--- config.mk ---
export PLATFORM = sky130hd
export DESIGN_NAME = mdu_seq_flat
export DESIGN_NICKNAME = d
export VERILOG_FILES = /design/src/rtl/mdu_seq_if.sv /design/src/rtl/mdu_seq.sv /design/src/flat_wrapper.sv
export SDC_FILE = /design/constraint.sdc
export NUM_CORES = 1
export LEC_CHECK = 0
export ABC_AREA = 1
export CAP_MARGIN = 25
export CELL_PAD_IN_SITES_DETAIL_PLACEMENT = 1
export CELL_PAD_IN_SITES_GLOBAL_PLACEMENT = 2
export CORE_ASPECT_RATIO = 1.75
export CORE_UTILIZATION = 33
export DETAILED_ROUTE_END_ITERATION = 16
export DONT_BUFFER_PORTS = 1
export GPL_TIMING_DRIVEN = 0
export PLACE_DENSITY = 0.84
export SLEW_MARGIN = 10
export SYNTH_ARGS = -nofsm -noshare
export SYNTH_HDL_FRONTEND = slang
export SYNTH_SLANG_ARGS = --single-unit
--- constraint.sdc ---
create_clock -name clk -period 2.23 [get_ports clk]
set_clock_uncertainty 0.1 [all_clocks]
set_input_delay 0.1115 -clock clk [delete_from_list [all_inputs] [get_ports clk]]
set_output_delay 0.1115 -clock clk [all_outputs]
set_load 0.1 [all_outputs]
--- src/rtl/mdu_seq_if.sv ---
// Execute-stage handshake/writeback bundle between the issue sequencer and mdu_seq.
// master = sequencer side, slave = multiply/divide unit.
interface mdu_seq_if #(
    parameter int unsigned WIDTH      = 16,
    parameter int unsigned REG_ADDR_W = 3
);
    logic                  start;
    logic [1:0]            op;
    logic [REG_ADDR_W-1:0] rd_in;
    logic [WIDTH-1:0]      a;
    logic [WIDTH-1:0]      b;
    logic                  busy;
    logic                  done;
    logic                  reg_write;
    logic [REG_ADDR_W-1:0] rd;
    logic [WIDTH-1:0]      write_data;
    logic                  div_zero;

    modport master (
        output start, op, rd_in, a, b,
        input  busy, done, reg_write, rd, write_data, div_zero
    );

    modport slave (
        input  start, op, rd_in, a, b,
        output busy, done, reg_write, rd, write_data, div_zero
    );
endinterface

--- src/rtl/mdu_seq.sv ---
// Iterative unsigned multiply/divide unit (shift-add MUL/MULHU, restoring DIVU/REMU).
// Optional MDU_FAST_ZERO_EN: zero-operand / divide-by-zero cases bypass the iteration loop.
module mdu_seq #(
    parameter int unsigned WIDTH      = 16,
    parameter int unsigned REG_ADDR_W = 3,
    parameter int unsigned CNT_W      = 5
) (
    input logic       clk,
    input logic       rst_n,
    mdu_seq_if.slave  bus
);

    typedef enum logic [1:0] {
        IDLE = 2'd0,
        RUN  = 2'd1,
        DONE = 2'd2
    } state_e;

    typedef enum logic [1:0] {
        OP_MUL   = 2'b00,
        OP_MULHU = 2'b01,
        OP_DIVU  = 2'b10,
        OP_REMU  = 2'b11
    } op_e;

    state_e state_q, state_nxt;

    op_e                   op_q;
    logic [REG_ADDR_W-1:0] rd_lat_q;
    logic [WIDTH-1:0]      b_q;
    logic [CNT_W-1:0]      cnt_q;
    logic                  dz_q;

    logic [2*WIDTH-1:0]    prod_q, prod_nxt;
    logic [WIDTH:0]        mul_sum;
    logic [WIDTH:0]        rem_q, rem_nxt, rem_shift;
    logic [WIDTH+1:0]      trial;
    logic                  borrow;
    logic [WIDTH-1:0]      quo_q, quo_nxt;

    logic [REG_ADDR_W-1:0] rd_out_q;
    logic [WIDTH-1:0]      wd_out_q;
    logic [WIDTH-1:0]      run_result;
    logic [WIDTH-1:0]      fast_result;
    logic                  fast_zero;
    logic                  last_iter;

`ifdef MDU_FAST_ZERO_EN
    assign fast_zero = bus.op[1] ? (bus.b == '0) : ((bus.a == '0) || (bus.b == '0));
`else
    assign fast_zero = 1'b0;
`endif

    assign last_iter = (cnt_q == CNT_W'(WIDTH - 1));

    // FSM state register
    always_ff @(posedge clk or negedge rst_n) begin
        if (!rst_n) begin
            state_q <= IDLE;
        end else begin
            state_q <= state_nxt;
        end
    end

    always_comb begin
        state_nxt = state_q;
        case (state_q)
            IDLE: begin
                if (bus.start) begin
                    state_nxt = fast_zero ? DONE : RUN;
                end
            end
            RUN: begin
                if (last_iter) begin
                    state_nxt = DONE;
                end
            end
            DONE:    state_nxt = IDLE;
            default: state_nxt = IDLE;
        endcase
    end

    // One iteration of each algorithm. The multiplier sits in the low half of
    // prod_q and is consumed LSB first as the partial sum shifts in from the top.
    // For b==0 the trial subtraction never borrows, which naturally yields an
    // all-ones quotient and a remainder equal to the dividend.
    always_comb begin
        mul_sum   = {1'b0, prod_q[2*WIDTH-1:WIDTH]} + {1'b0, (prod_q[0] ? b_q : {WIDTH{1'b0}})};
        prod_nxt  = {mul_sum, prod_q[WIDTH-1:1]};
        rem_shift = {rem_q[WIDTH-1:0], quo_q[WIDTH-1]};
        trial     = {1'b0, rem_shift} - {2'b00, b_q};
        borrow    = trial[WIDTH+1];
        rem_nxt   = borrow ? rem_shift : trial[WIDTH:0];
        quo_nxt   = {quo_q[WIDTH-2:0], ~borrow};
    end

    always_comb begin
        run_result = '0;
        case (op_q)
            OP_MUL:   run_result = prod_nxt[WIDTH-1:0];
            OP_MULHU: run_result = prod_nxt[2*WIDTH-1:WIDTH];
            OP_DIVU:  run_result = quo_nxt;
            OP_REMU:  run_result = rem_nxt[WIDTH-1:0];
            default:  run_result = '0;
        endcase
    end

    always_comb begin
        fast_result = '0;
        case (bus.op)
            2'b10:   fast_result = '1;
            2'b11:   fast_result = bus.a;
            default: fast_result = '0;
        endcase
    end

    always_ff @(posedge clk or negedge rst_n) begin
        if (!rst_n) begin
            op_q     <= OP_MUL;
            rd_lat_q <= '0;
            b_q      <= '0;
            cnt_q    <= '0;
            dz_q     <= 1'b0;
            prod_q   <= '0;
            rem_q    <= '0;
            quo_q    <= '0;
            rd_out_q <= '0;
            wd_out_q <= '0;
        end else begin
            case (state_q)
                IDLE: begin
                    if (bus.start) begin
                        op_q     <= op_e'(bus.op);
                        rd_lat_q <= bus.rd_in;
                        b_q      <= bus.b;
                        cnt_q    <= '0;
                        dz_q     <= bus.op[1] && (bus.b == '0);
                        prod_q   <= {{WIDTH{1'b0}}, bus.a};
                        rem_q    <= '0;
                        quo_q    <= bus.a;
                        if (fast_zero) begin
                            rd_out_q <= bus.rd_in;
                            wd_out_q <= fast_result;
                        end
                    end
                end
                RUN: begin
                    cnt_q <= cnt_q + CNT_W'(1);
                    if (op_q[1]) begin
                        rem_q <= rem_nxt;
                        quo_q <= quo_nxt;
                    end else begin
                        prod_q <= prod_nxt;
                    end
                    if (last_iter) begin
                        rd_out_q <= rd_lat_q;
                        wd_out_q <= run_result;
                    end
                end
                default: ;
            endcase
        end
    end

    assign bus.busy       = (state_q != IDLE);
    assign bus.done       = (state_q == DONE);
    assign bus.reg_write  = (state_q == DONE);
    assign bus.div_zero   = (state_q == DONE) && dz_q;
    assign bus.rd         = rd_out_q;
    assign bus.write_data = wd_out_q;

endmodule

--- src/flat_wrapper.sv ---
// flat-port wrapper written by rule: the top's interface ports become plain ports
module mdu_seq_flat 
#(
    parameter int unsigned WIDTH      = 16,
    parameter int unsigned REG_ADDR_W = 3,
    parameter int unsigned CNT_W      = 5
)
  (clk, rst_n, bus_start, bus_op, bus_rd_in, bus_a, bus_b, bus_busy, bus_done, bus_reg_write, bus_rd, bus_write_data, bus_div_zero);
  mdu_seq_if #(.WIDTH(WIDTH), .REG_ADDR_W(REG_ADDR_W)) bus_i ();
  input logic clk;
  input logic rst_n;
  input wire logic [$bits(bus_i.start)-1:0] bus_start;
  input wire logic [$bits(bus_i.op)-1:0] bus_op;
  input wire logic [$bits(bus_i.rd_in)-1:0] bus_rd_in;
  input wire logic [$bits(bus_i.a)-1:0] bus_a;
  input wire logic [$bits(bus_i.b)-1:0] bus_b;
  output wire logic [$bits(bus_i.busy)-1:0] bus_busy;
  output wire logic [$bits(bus_i.done)-1:0] bus_done;
  output wire logic [$bits(bus_i.reg_write)-1:0] bus_reg_write;
  output wire logic [$bits(bus_i.rd)-1:0] bus_rd;
  output wire logic [$bits(bus_i.write_data)-1:0] bus_write_data;
  output wire logic [$bits(bus_i.div_zero)-1:0] bus_div_zero;
  assign bus_i.start = bus_start;
  assign bus_i.op = bus_op;
  assign bus_i.rd_in = bus_rd_in;
  assign bus_i.a = bus_a;
  assign bus_i.b = bus_b;
  assign bus_busy = bus_i.busy;
  assign bus_done = bus_i.done;
  assign bus_reg_write = bus_i.reg_write;
  assign bus_rd = bus_i.rd;
  assign bus_write_data = bus_i.write_data;
  assign bus_div_zero = bus_i.div_zero;
  mdu_seq #(.WIDTH(WIDTH), .REG_ADDR_W(REG_ADDR_W), .CNT_W(CNT_W)) u_core (.clk(clk), .rst_n(rst_n), .bus(bus_i));
endmodule
==> key figures, run 1 <==
Global routing
  – Overflow after GRT: 0
  – Vias in the first global route: 7678
  – Initial antenna violation count: 0
  – GRT Util Overall: 0.260
  – Largest net degree at the start of global routing: 113
  – First-pass GRT wire length: 42600 um

Yosys
  – Leading area contributor after synthesis: dfrtp_1
  – Most used standard cell by instance count after synthesis: nand2_1
  – Ys flop type: dfrtp_1
  – Number of warnings issued by yosys: 0
  – Post-synth EDFFs: 0
  – Mapped Nets: 1071
  – Async SR Flop Fraction: 1.00
  – Netlist cell types: 39
  – Synth top area share: 0.396
  – Synthesized cell area: 7070 sq um
  – Avg Cell Area, Syn: ~7.1 sq um
  – Most frequent cells after synthesis: nand2_1, inv_1, dfrtp_1
  – Post-Synthesis Cells: 995
  – Area contributors post-synth: dfrtp_1, nand2_1, inv_1, o21ai_0, ha_1
  – Seq cells post-synth: 112
  – Seq/Total Area, Yosys: 0.396

Finish
  – # nets final: 1170
  – P&R area growth vs syn: 37.6%
  – ANT cells: 0
  – Fill cells: 2478
  – Layout cell share with drive strength beyond 1: 0.266

Floorplanning
  – Initial Util: 0.338
  – Die Y: 196 um
  – Site Rows: 70
  – Die span in x: 113 um
  – I/O pin count: 63
  – Die area: 22000 sq um
  – Core area: between 20000 and 25000 sq um

Timing
  – Min Tclk post-route: 2.57 ns
  – Final setup slack of the worst path: -0.345 ns
  – Final count of pins violating max slew: 0
  – Fmax: 388 MHz
  – Final hold viol count: 112
  – Actual slew at the worst max-slew pin: 1.04 ns
  – Worst slew margin: 0.303
  – RSZ-0062 raised after global routing: true
  – Worst Hold Margin: -0.676 ns
  – Post-route clock period utilization: 1.15
  – Final setup violation count: 25

Clock network
  – CTS sink cnt: between 100 and 150
  – Clk slew on worst S/H paths: 0.08 ns
  – CTS Buf Count: 9
  – Root buf cell: clkbuf_16
  – Worst-Skew Late Latency: approximately 0.38 ns
  – Htree depth: 3
  – CTS tree: built
  – Clock Path Buffers: 2
  – Hold Buf Count CTS: 37

Detailed routing
  – WL/cell: 20.7 um
  – DR DRC count: 0
  – Top routing layer in use: met4
  – Met2 WL post-DR: 15600 um
  – DRT iter0 DRCs: 345
  – Vias: roughly 7000
  – WL met1: 10300 um
  – Vias/cell: ~5.2
  – DRT Pass-1 Iters: 4
  – Met3 wire len: 761 um
  – Antenna viol nets, final: 0
  – DRT Wirelength: roughly 28000 um

Placement
  – IO Port Bufs: 0
  – Hpwl dp: 19800 um
  – GPL Wtd Cong: 0.874

Worst setup path
  – Worst EP required: approximately 2.4 ns
  – R2r endpoint: u_core.bus.write_data[9]
  – Internal reg-to-reg setup slack: -0.34 ns
  – Worst Setup End Kind: flip-flop
  – Worst reg-to-reg path cell count: 18
  – Worst-path maximum fanout: 5
  – CP Launch Type: flip-flop
  – Crit path DAT: between 2 and 3 ns
  – Crit path kind: reg -> reg
  – RR Startpoint: u_core.prod_q[0]

Flow run
  – Max cap viols: 0

Run status
  – Failing checks: negative hold slack, negative setup slack
  – Status: finished, violations left

Min path
  – Worst hold-check path type: in -> async
## placed cells by master, fill, tap and decap left out, drive strengths merged, types with 5 or more instances in the layout
cell and instances:
a21oi 44, a22o 8, a22oi 14, buf 61
clkbuf 33, dfrtp 112, dlygate4sd3 37, ha 34
inv 164, nand2 337, nand3 62, nand3b 5
nor2 32, nor3 5, o21ai 108, o22ai 6
xor2 13
## logic make-up after synthesis
kind of cell,count (synthesis),share of synthesized area
simple gates,447,0.261
xor+xnor,16,0.0198
compound gates,189,0.149
fa+ha+maj,36,0.0658
buf+inv,195,0.108
flops,112,0.396
## layer usage
metal  global-route usage  up-vias
met4                0.145        0
met1                0.275     3448
met3               0.0278       48
li1                     -     3371
met5                    0        -
met2                0.494      131
## through the flow
stage | setup TNS (ns) | instances | cell area [sq um] | utilization | worst slack, ns
finish | -5.29 | 1351 | 9740 | 0.465 | -0.345
global route | -7.28 | 1351 | 9740 | 0.465 | -0.423
CTS | -6.26 | 1339 | 9190 | 0.439 | -0.287
detailed placement | -9.92 | 1247 | 7440 | 0.355 | -0.584
global placement | -8.34 | 1247 | 7430 | 0.355 | -0.566
floorplan | 0 | 995 | 7120 | - | 0.0000193
## repair_timing
action	4_1_cts	5_1_grt
gates resized for setup	177	113
gates cloned	4	0
buffers inserted	36	14
setup endpoints to repair	63	67
pin swaps	42	50
hold endpoints to repair	166	112
## state kept, by name, summed over array words and instances, names as in the netlist, 3 cells and up
name and flops:
u_core.prod_q 32, u_core.b_q 16, u_core.rd_lat_q 3, u_core.quo_q 16
u_core.bus.write_data 16, u_core.cnt_q 5, u_core.bus.rd 3, u_core.rem_q 16
## worst max-delay path, cell delays in order, from the launching register on
cell       delay (ns)
dfrtp_1          0.41
buf_8            0.15
clkbuf_16        0.15
nand2_4          0.06
inv_4            0.04
ha_4             0.16
fa_2             0.39
nand3_2          0.10
nand3_4          0.12
nand2_4          0.09
nand2_4          0.06
nand2_4          0.08
nand3b_1         0.14
nand3_4          0.15
nand2_2          0.06
inv_2            0.05
nand2_2          0.06
nand2_2          0.06
nand2_2          0.04
## how the worst max path moves through the flow
stage	depth (start not counted)	end	start	slack [ns]
5_1_grt	18	u_core.bus.write_data[15]	u_core.prod_q[0]	-0.42
4_1_cts	18	u_core.bus.write_data[9]	u_core.prod_q[0]	-0.29
3_5_place_dp	16	u_core.bus.write_data[7]	u_core.prod_q[0]	-0.58
2_1_floorplan	18	u_core.bus.write_data[9]	u_core.prod_q[0]	0.00002
6_report	18	u_core.bus.write_data[9]	u_core.prod_q[0]	-0.34
3_3_place_gp	16	u_core.bus.write_data[7]	u_core.prod_q[0]	-0.57
## area by class of cell
| cell class | count | area (sq um) | area share |
|---|---|---|---|
| Clock buffer | 9 | 225 | 0.0231 |
| Sequential cell | 112 | 2810 | 0.288 |
| Inverter | 160 | 616 | 0.0632 |
| Timing Repair Buffer | 88 | 830 | 0.0852 |
| Tap cell | 252 | 315 | 0.0324 |
| Clock inverter | 7 | 62.6 | 0.00643 |
| Buffer | 34 | 209 | 0.0215 |
| Multi-Input combinational cell | 689 | 4670 | 0.480 |
Power of run 1 is not shown: default switching activity piles up to over one toggle a cycle in this logic, so the estimate is an artifact.
==> inputs of run 2 (changes only) <==
--- a/config.mk
+++ b/config.mk
@@ -14,6 +14,7 @@
 export DETAILED_ROUTE_END_ITERATION = 16
 export DONT_BUFFER_PORTS = 1
 export GPL_TIMING_DRIVEN = 0
+export HOLD_SLACK_MARGIN = 0.1
 export PLACE_DENSITY = 0.84
 export SLEW_MARGIN = 10
 export SYNTH_ARGS = -nofsm -noshare
==> key figures, run 2 (synthesized netlist as in run 1, its figures left out) <==
Worst setup path
  – RR Startpoint: u_core.prod_q[0] (unchanged)
  – Internal reg-to-reg setup slack: -0.34 ns (about the same)
  – Buf/Inv on CP: 4 (unchanged)
  – Worst EP required: 2.41 ns (about the same)
  – CP Launch Type: flip-flop (unchanged)
  – Delay-heaviest family, CP: simple AND/OR/NAND/NOR gates (unchanged)
  – Worst Setup End Kind: flip-flop (unchanged)
  – Crit path from: u_core.prod_q[0] (unchanged)
  – Crit-path cells: buf_8, clkbuf_16, nand2_4, inv_4, ha_4, fa_2, nand3_2, nand3_4, nand2_4, nand2_4, nand2_4, nand3b_1, nand3_4, nand2_2, inv_2, nand2_2, nand2_2, nand2_2 (unchanged)
  – Worst-path maximum fanout: 5 (unchanged)
  – Crit path kind: reg -> reg (unchanged)
  – CP max stage delay: 0.41 ns (about the same)
  – Slowest cell on crit path: dfrtp_1 (unchanged)
  – Crit path DAT: 2.75 ns (about the same)

Run status
  – Failing checks: negative hold slack, negative setup slack (unchanged)
  – Status: finished, violations left (unchanged)

Global routing
  – Overflow after GRT: 0 (unchanged)
  – GRT Util Overall: 0.261 (was 0.260)
  – Met3 Use GR: 0.0278 (unchanged)
  – Met1 usage: 0.275 (about the same)
  – Vias in the first global route: 7708 (was 7678)
  – First-pass GRT wire length: 42700 um (was 42600 um)
  – Initial antenna violation count: 0 (unchanged)
  – GR peak layer: met2 (unchanged)
  – Met2 Usage GRT: 0.496 (was 0.494)
  – Largest net degree at the start of global routing: 113 (unchanged)

Flow run
  – Max cap viols: 0 (unchanged)

Finish
  – ANT cells: 0 (unchanged)
  – Number of flip-flops in the largest register: 32 (unchanged)
  – Finished Layout Cells: 1354 (was 1351)
  – P&R area growth vs syn: 38.1% (was 37.6%)
  – Reg with most FFs: u_core.prod_q (unchanged)
  – # nets final: 1173 (was 1170)
  – Commonest non-fill, non-tap cell in the layout: nand2_1 (unchanged)
  – Most frequent cells in the layout: nand2_1, inv_1, dfrtp_1, o21ai_0 (was nand2_1, inv_1, dfrtp_1, o21ai_0, buf_4)
  – Final core occ: 0.467 (was 0.465)
  – Layout cell share with drive strength beyond 1: 0.266 (about the same)
  – Design area: 9770 sq um (was 9740 sq um)

Placement
  – Dpl cell area: 7440 sq um (unchanged)
  – GPL Wtd Cong: 0.874 (unchanged)
  – IO Port Bufs: 0 (unchanged)
  – DP Cell Count: 1247 (unchanged)
  – Hpwl dp: 19800 um (unchanged)

Detailed routing
  – DRT Wirelength: 28100 um (was 27900 um)
  – DR DRC count: 0 (unchanged)
  – Vias: 7077 (was 6998)
  – DRT iter0 DRCs: 357 (was 345)
  – WL/cell: 20.8 um (was 20.7 um)
  – Vias/cell: 5.23 (was 5.18)
  – Antenna viol nets, final: 0 (unchanged)
  – DRT Pass-1 Iters: 4 (unchanged)

Clock network
  – CTS tree: built (unchanged)
  – CTS Buf Count: 9 (unchanged)
  – Hold Buf Count CTS: 40 (was 37)
  – CTS sink cnt: 112 (unchanged)
  – Htree depth: 3 (unchanged)
  – Clock Path Buffers: 2 (unchanged)
  – Worst-Skew Late Latency: 0.39 ns (was 0.38 ns)
  – Root buf cell: clkbuf_16 (unchanged)
  – Clk slew on worst S/H paths: 0.08 ns (about the same)

Timing
  – Final setup slack of the worst path: -0.344 ns (was -0.345 ns)
  – Final hold viol count: 112 (unchanged)
  – Setup TNS: -5.29 ns (about the same)
  – RSZ-0062 raised after global routing: true (unchanged)
  – Post-route clock period utilization: 1.15 (about the same)
  – Worst Hold Margin: -0.672 ns (was -0.676 ns)
  – Worst slew margin: 0.296 (was 0.303)
  – Fmax: 389 MHz (was 388 MHz)
  – Actual slew at the worst max-slew pin: 1.05 ns (was 1.04 ns)
  – Final setup violation count: 25 (unchanged)
  – Final count of pins violating max slew: 0 (unchanged)
  – Min Tclk post-route: 2.57 ns (about the same)

Floorplanning
  – I/O pin count: 63 (unchanged)
  – Initial Util: 0.338 (unchanged)
  – Core area: 20900 sq um (unchanged)
  – Site Rows: 70 (unchanged)
  – Die span in x: 113 um (unchanged)
  – Die Y: 196 um (unchanged)
  – Die area: 22000 sq um (unchanged)

Min path
  – Worst hold-check path type: in -> async (unchanged)
run 2: cell types whose count changed in the layout (fill, tap and decap cells not counted):
cell / delta
clkbuf_1: -1
clkbuf_2: +1
dlygate4sd3_1: +3
run 2: worst paths after layout:
kind                                             to  cells after the start
max                        u_core.bus.write_data[9]                     18
min                               u_core.prod_q[23]                      0
max reg2reg                u_core.bus.write_data[9]                     18
min reg2reg                       u_core.prod_q[31]                      1
max in group asynchronous           u_core.rem_q[6]                      0
min in group clk                    u_core.quo_q[1]                      4
run 2: layer usage:
layer / vias to the layer above / share of wire
met2: 137 / 0.56
met5: - / 0
met1: 3507 / 0.37
li1: 3382 / -
met4: 0 / 0.047
met3: 51 / 0.024
run 2: area by class of cell:
| type | count | area [sq um] |
|---|---|---|
| Fill cell | 2481 | 11200 |
| Multi-Input combinational cell | 689 | 4670 |
| Sequential cell | 112 | 2810 |
| Timing Repair Buffer | 91 | 860 |
| Inverter | 160 | 616 |
| Tap cell | 252 | 315 |
| Clock buffer | 9 | 225 |
| Buffer | 34 | 210 |
| Clock inverter | 7 | 62.6 |
run 2: through the flow:
stage,hold slack (ns),setup slack (ns)
global route,-0.681,-0.423
floorplan,-0.284,0.0000193
CTS,-0.688,-0.287
detailed placement,-0.277,-0.584
global placement,-0.277,-0.566
finish,-0.672,-0.344
run 2: worst register-to-register path, cell delays in order, from the launching register on:
cell and delay [ns]:
dfrtp_1 0.41, buf_8 0.15, clkbuf_16 0.15, nand2_4 0.06
inv_4 0.04, ha_4 0.16, fa_2 0.39, nand3_2 0.10
nand3_4 0.12, nand2_4 0.09, nand2_4 0.06, nand2_4 0.08
nand3b_1 0.14, nand3_4 0.15, nand2_2 0.06, inv_2 0.05
nand2_2 0.06, nand2_2 0.06, nand2_2 0.04
run 2: repair_timing:
action,CTS,global route
gates cloned,4,0
buffers inserted,36,14
setup endpoints to repair,63,69
endpoints found under the hold margin,166,112
pin swaps,42,50
resized for setup,177,115
Power of run 2 is left out for the same reason.
==> inputs of run 3 (changes only) <==
==> constraint.sdc (replaced) <==
create_clock -name clk -period 2.3 [get_ports clk]
set_clock_uncertainty 0.1 [all_clocks]
set_input_delay 0.115 -clock clk [delete_from_list [all_inputs] [get_ports clk]]
set_output_delay 0.115 -clock clk [all_outputs]
set_load 0.1 [all_outputs]
==> key figures, run 3 (synthesized netlist as in run 1, its figures left out) <==
Placement
  – Pre-CTS setup slack: -0.526 ns (was -0.584 ns)
  – Dpl cell area: 7440 sq um (about the same)
  – IO Port Bufs: 0 (unchanged)
  – Hpwl dp: 20100 um (was 19800 um)
  – GPL Wtd Cong: 0.855 (was 0.874)

Floorplanning
  – Site Rows: 70 (unchanged)
  – Core area: 20900 sq um (unchanged)
  – Die Y: 196 um (unchanged)
  – I/O pin count: 63 (unchanged)
  – Initial Util: 0.338 (unchanged)
  – Die area: 22000 sq um (unchanged)
  – Die span in x: 113 um (unchanged)

Global routing
  – Initial antenna violation count: 0 (unchanged)
  – First-pass GRT wire length: 42500 um (was 42700 um)
  – Vias in the first global route: 7741 (was 7708)
  – Largest net degree at the start of global routing: 113 (unchanged)
  – GRT Util Overall: 0.259 (was 0.261)
  – Overflow after GRT: 0 (unchanged)

Worst setup path
  – RR Startpoint: u_core.prod_q[0] (unchanged)
  – Worst-path maximum fanout: 6 (was 5)
  – Internal reg-to-reg setup slack: -0.15 ns (was -0.34 ns)
  – CP Launch Type: flip-flop (unchanged)
  – Worst reg-to-reg path cell count: 13 (was 18)
  – Worst Setup End Kind: flip-flop (unchanged)
  – Crit path DAT: 2.62 ns (was 2.75 ns)
  – R2r endpoint: u_core.bus.write_data[14] (was u_core.bus.write_data[9])
  – Crit path kind: reg -> reg (unchanged)
  – Crit path from: u_core.prod_q[0] (unchanged)
  – Worst EP required: 2.47 ns (was 2.41 ns)

Clock network
  – Htree depth: 3 (unchanged)
  – CTS Buf Count: 9 (unchanged)
  – CTS tree: built (unchanged)
  – Clk slew on worst S/H paths: 0.07 ns (was 0.08 ns)
  – CTS sink cnt: 112 (unchanged)
  – Hold Buf Count CTS: 40 (unchanged)
  – Clock Path Buffers: 2 (unchanged)
  – Root buf cell: clkbuf_16 (unchanged)
  – Worst-Skew Late Latency: 0.37 ns (was 0.39 ns)

Timing
  – Worst slew margin: 0.301 (was 0.296)
  – Final setup slack of the worst path: -0.149 ns (was -0.344 ns)
  – Worst Hold Margin: -0.661 ns (was -0.672 ns)
  – Final count of pins violating max slew: 0 (unchanged)
  – Final hold viol count: 112 (unchanged)
  – Fmax: 408 MHz (was 389 MHz)
  – Actual slew at the worst max-slew pin: 1.05 ns (about the same)
  – Min Tclk post-route: 2.45 ns (was 2.57 ns)
  – Post-route clock period utilization: 1.06 (was 1.15)
  – RSZ-0062 raised after global routing: true (unchanged)
  – Final setup violation count: 16 (was 25)

Run status
  – Status: finished, violations left (unchanged)
  – Failing checks: negative hold slack, negative setup slack (unchanged)

Flow run
  – Max cap viols: 0 (unchanged)

Detailed routing
  – Antenna viol nets, final: 0 (unchanged)
  – Vias: 7083 (was 7077)
  – WL/cell: 20.5 um (was 20.8 um)
  – DRT iter0 DRCs: 287 (was 357)
  – DRT Pass-1 Iters: 4 (unchanged)
  – DRT Wirelength: 27800 um (was 28100 um)
  – Vias/cell: 5.24 (was 5.23)
  – DR DRC count: 0 (unchanged)

Finish
  – Layout cell share with drive strength beyond 1: 0.272 (was 0.266)
  – Reg with most FFs: u_core.prod_q (unchanged)
  – Number of flip-flops in the largest register: 32 (unchanged)
  – P&R area growth vs syn: 38.4% (was 38.1%)
  – FF/Latch Area: 2810 sq um (about the same)
  – # nets final: 1172 (was 1173)
  – Area of the multi-input gates: 4670 sq um (about the same)
  – ANT cells: 0 (unchanged)
  – Most frequent cells in the layout: nand2_1, inv_1, dfrtp_1, o21ai_0, nand2_2 (was nand2_1, inv_1, dfrtp_1, o21ai_0)
  – Fill cells: 2478 (was 2481)
  – Commonest non-fill, non-tap cell in the layout: nand2_1 (unchanged)
  – Design area: 9790 sq um (was 9770 sq um)

Min path
  – Worst hold-check path type: in -> async (unchanged)
-- run 3: final cells by class --
class / instances / share of cell area
buffer: 33 / 0.0187
clock buffer: 11 / 0.0238
clock inverter: 5 / 0.00831
inverter: 160 / 0.0624
multi-input combinational: 688 / 0.477
sequential: 112 / 0.287
tap: 252 / 0.0322
timing repair buffer: 92 / 0.0908
-- run 3: worst max path at each step --
| stage | slack (ns) | cells after the start | endpoint |
|---|---|---|---|
| after global placement | -0.51 | 16 | u_core.bus.write_data[7] |
| final | -0.15 | 13 | u_core.bus.write_data[14] |
| after global routing | -0.29 | 13 | u_core.bus.write_data[14] |
| after floorplan | 0.02 | 18 | u_core.bus.write_data[9] |
| after detailed placement | -0.53 | 17 | u_core.bus.write_data[5] |
| after CTS | -0.16 | 17 | u_core.bus.write_data[15] |
-- run 3: critical path, stage by stage, from the launching register on --
cell and delay, ns:
dfrtp_2 0.46, buf_4 0.17, clkbuf_4 0.15, nand2_1 0.07
inv_1 0.04, ha_1 0.33, a21oi_1 0.26, o21ai_2 0.12
a21oi_4 0.17, nand3_2 0.11, nand3_2 0.10, nand3_2 0.11
nand2_4 0.11, nand2_2 0.04
-- run 3: through the flow --
stage	std cells	utilization	hold WS [ns]	setup TNS [ns]
2_1_floorplan	995	-	-0.281	0
3_3_place_gp	1247	0.354	-0.273	-6.56
4_1_cts	1341	0.444	-0.675	-1.25
6_report	1353	0.468	-0.661	-1.08
3_5_place_dp	1249	0.355	-0.274	-7.25
5_1_grt	1353	0.468	-0.673	-2.99
-- run 3: layer usage --
| metal | global-route usage | part of all wire | vias to the layer above |
|---|---|---|---|
| li1 | - | - | 3383 |
| met1 | 0.267 | 0.37 | 3480 |
| met2 | 0.478 | 0.53 | 148 |
| met3 | 0.0361 | 0.027 | 72 |
| met4 | 0.177 | 0.072 | 0 |
| met5 | 0 | 0 | - |
-- run 3: timing repair --
action | 4_1_cts | 5_1_grt
endpoints found under the setup margin | 36 | 57
resized for setup | 178 | 112
cloned | 2 | 1
pin swaps | 54 | 45
setup buffers | 35 | 12
endpoints found under the hold margin | 166 | 112
Power of run 3 is left out for the same reason.
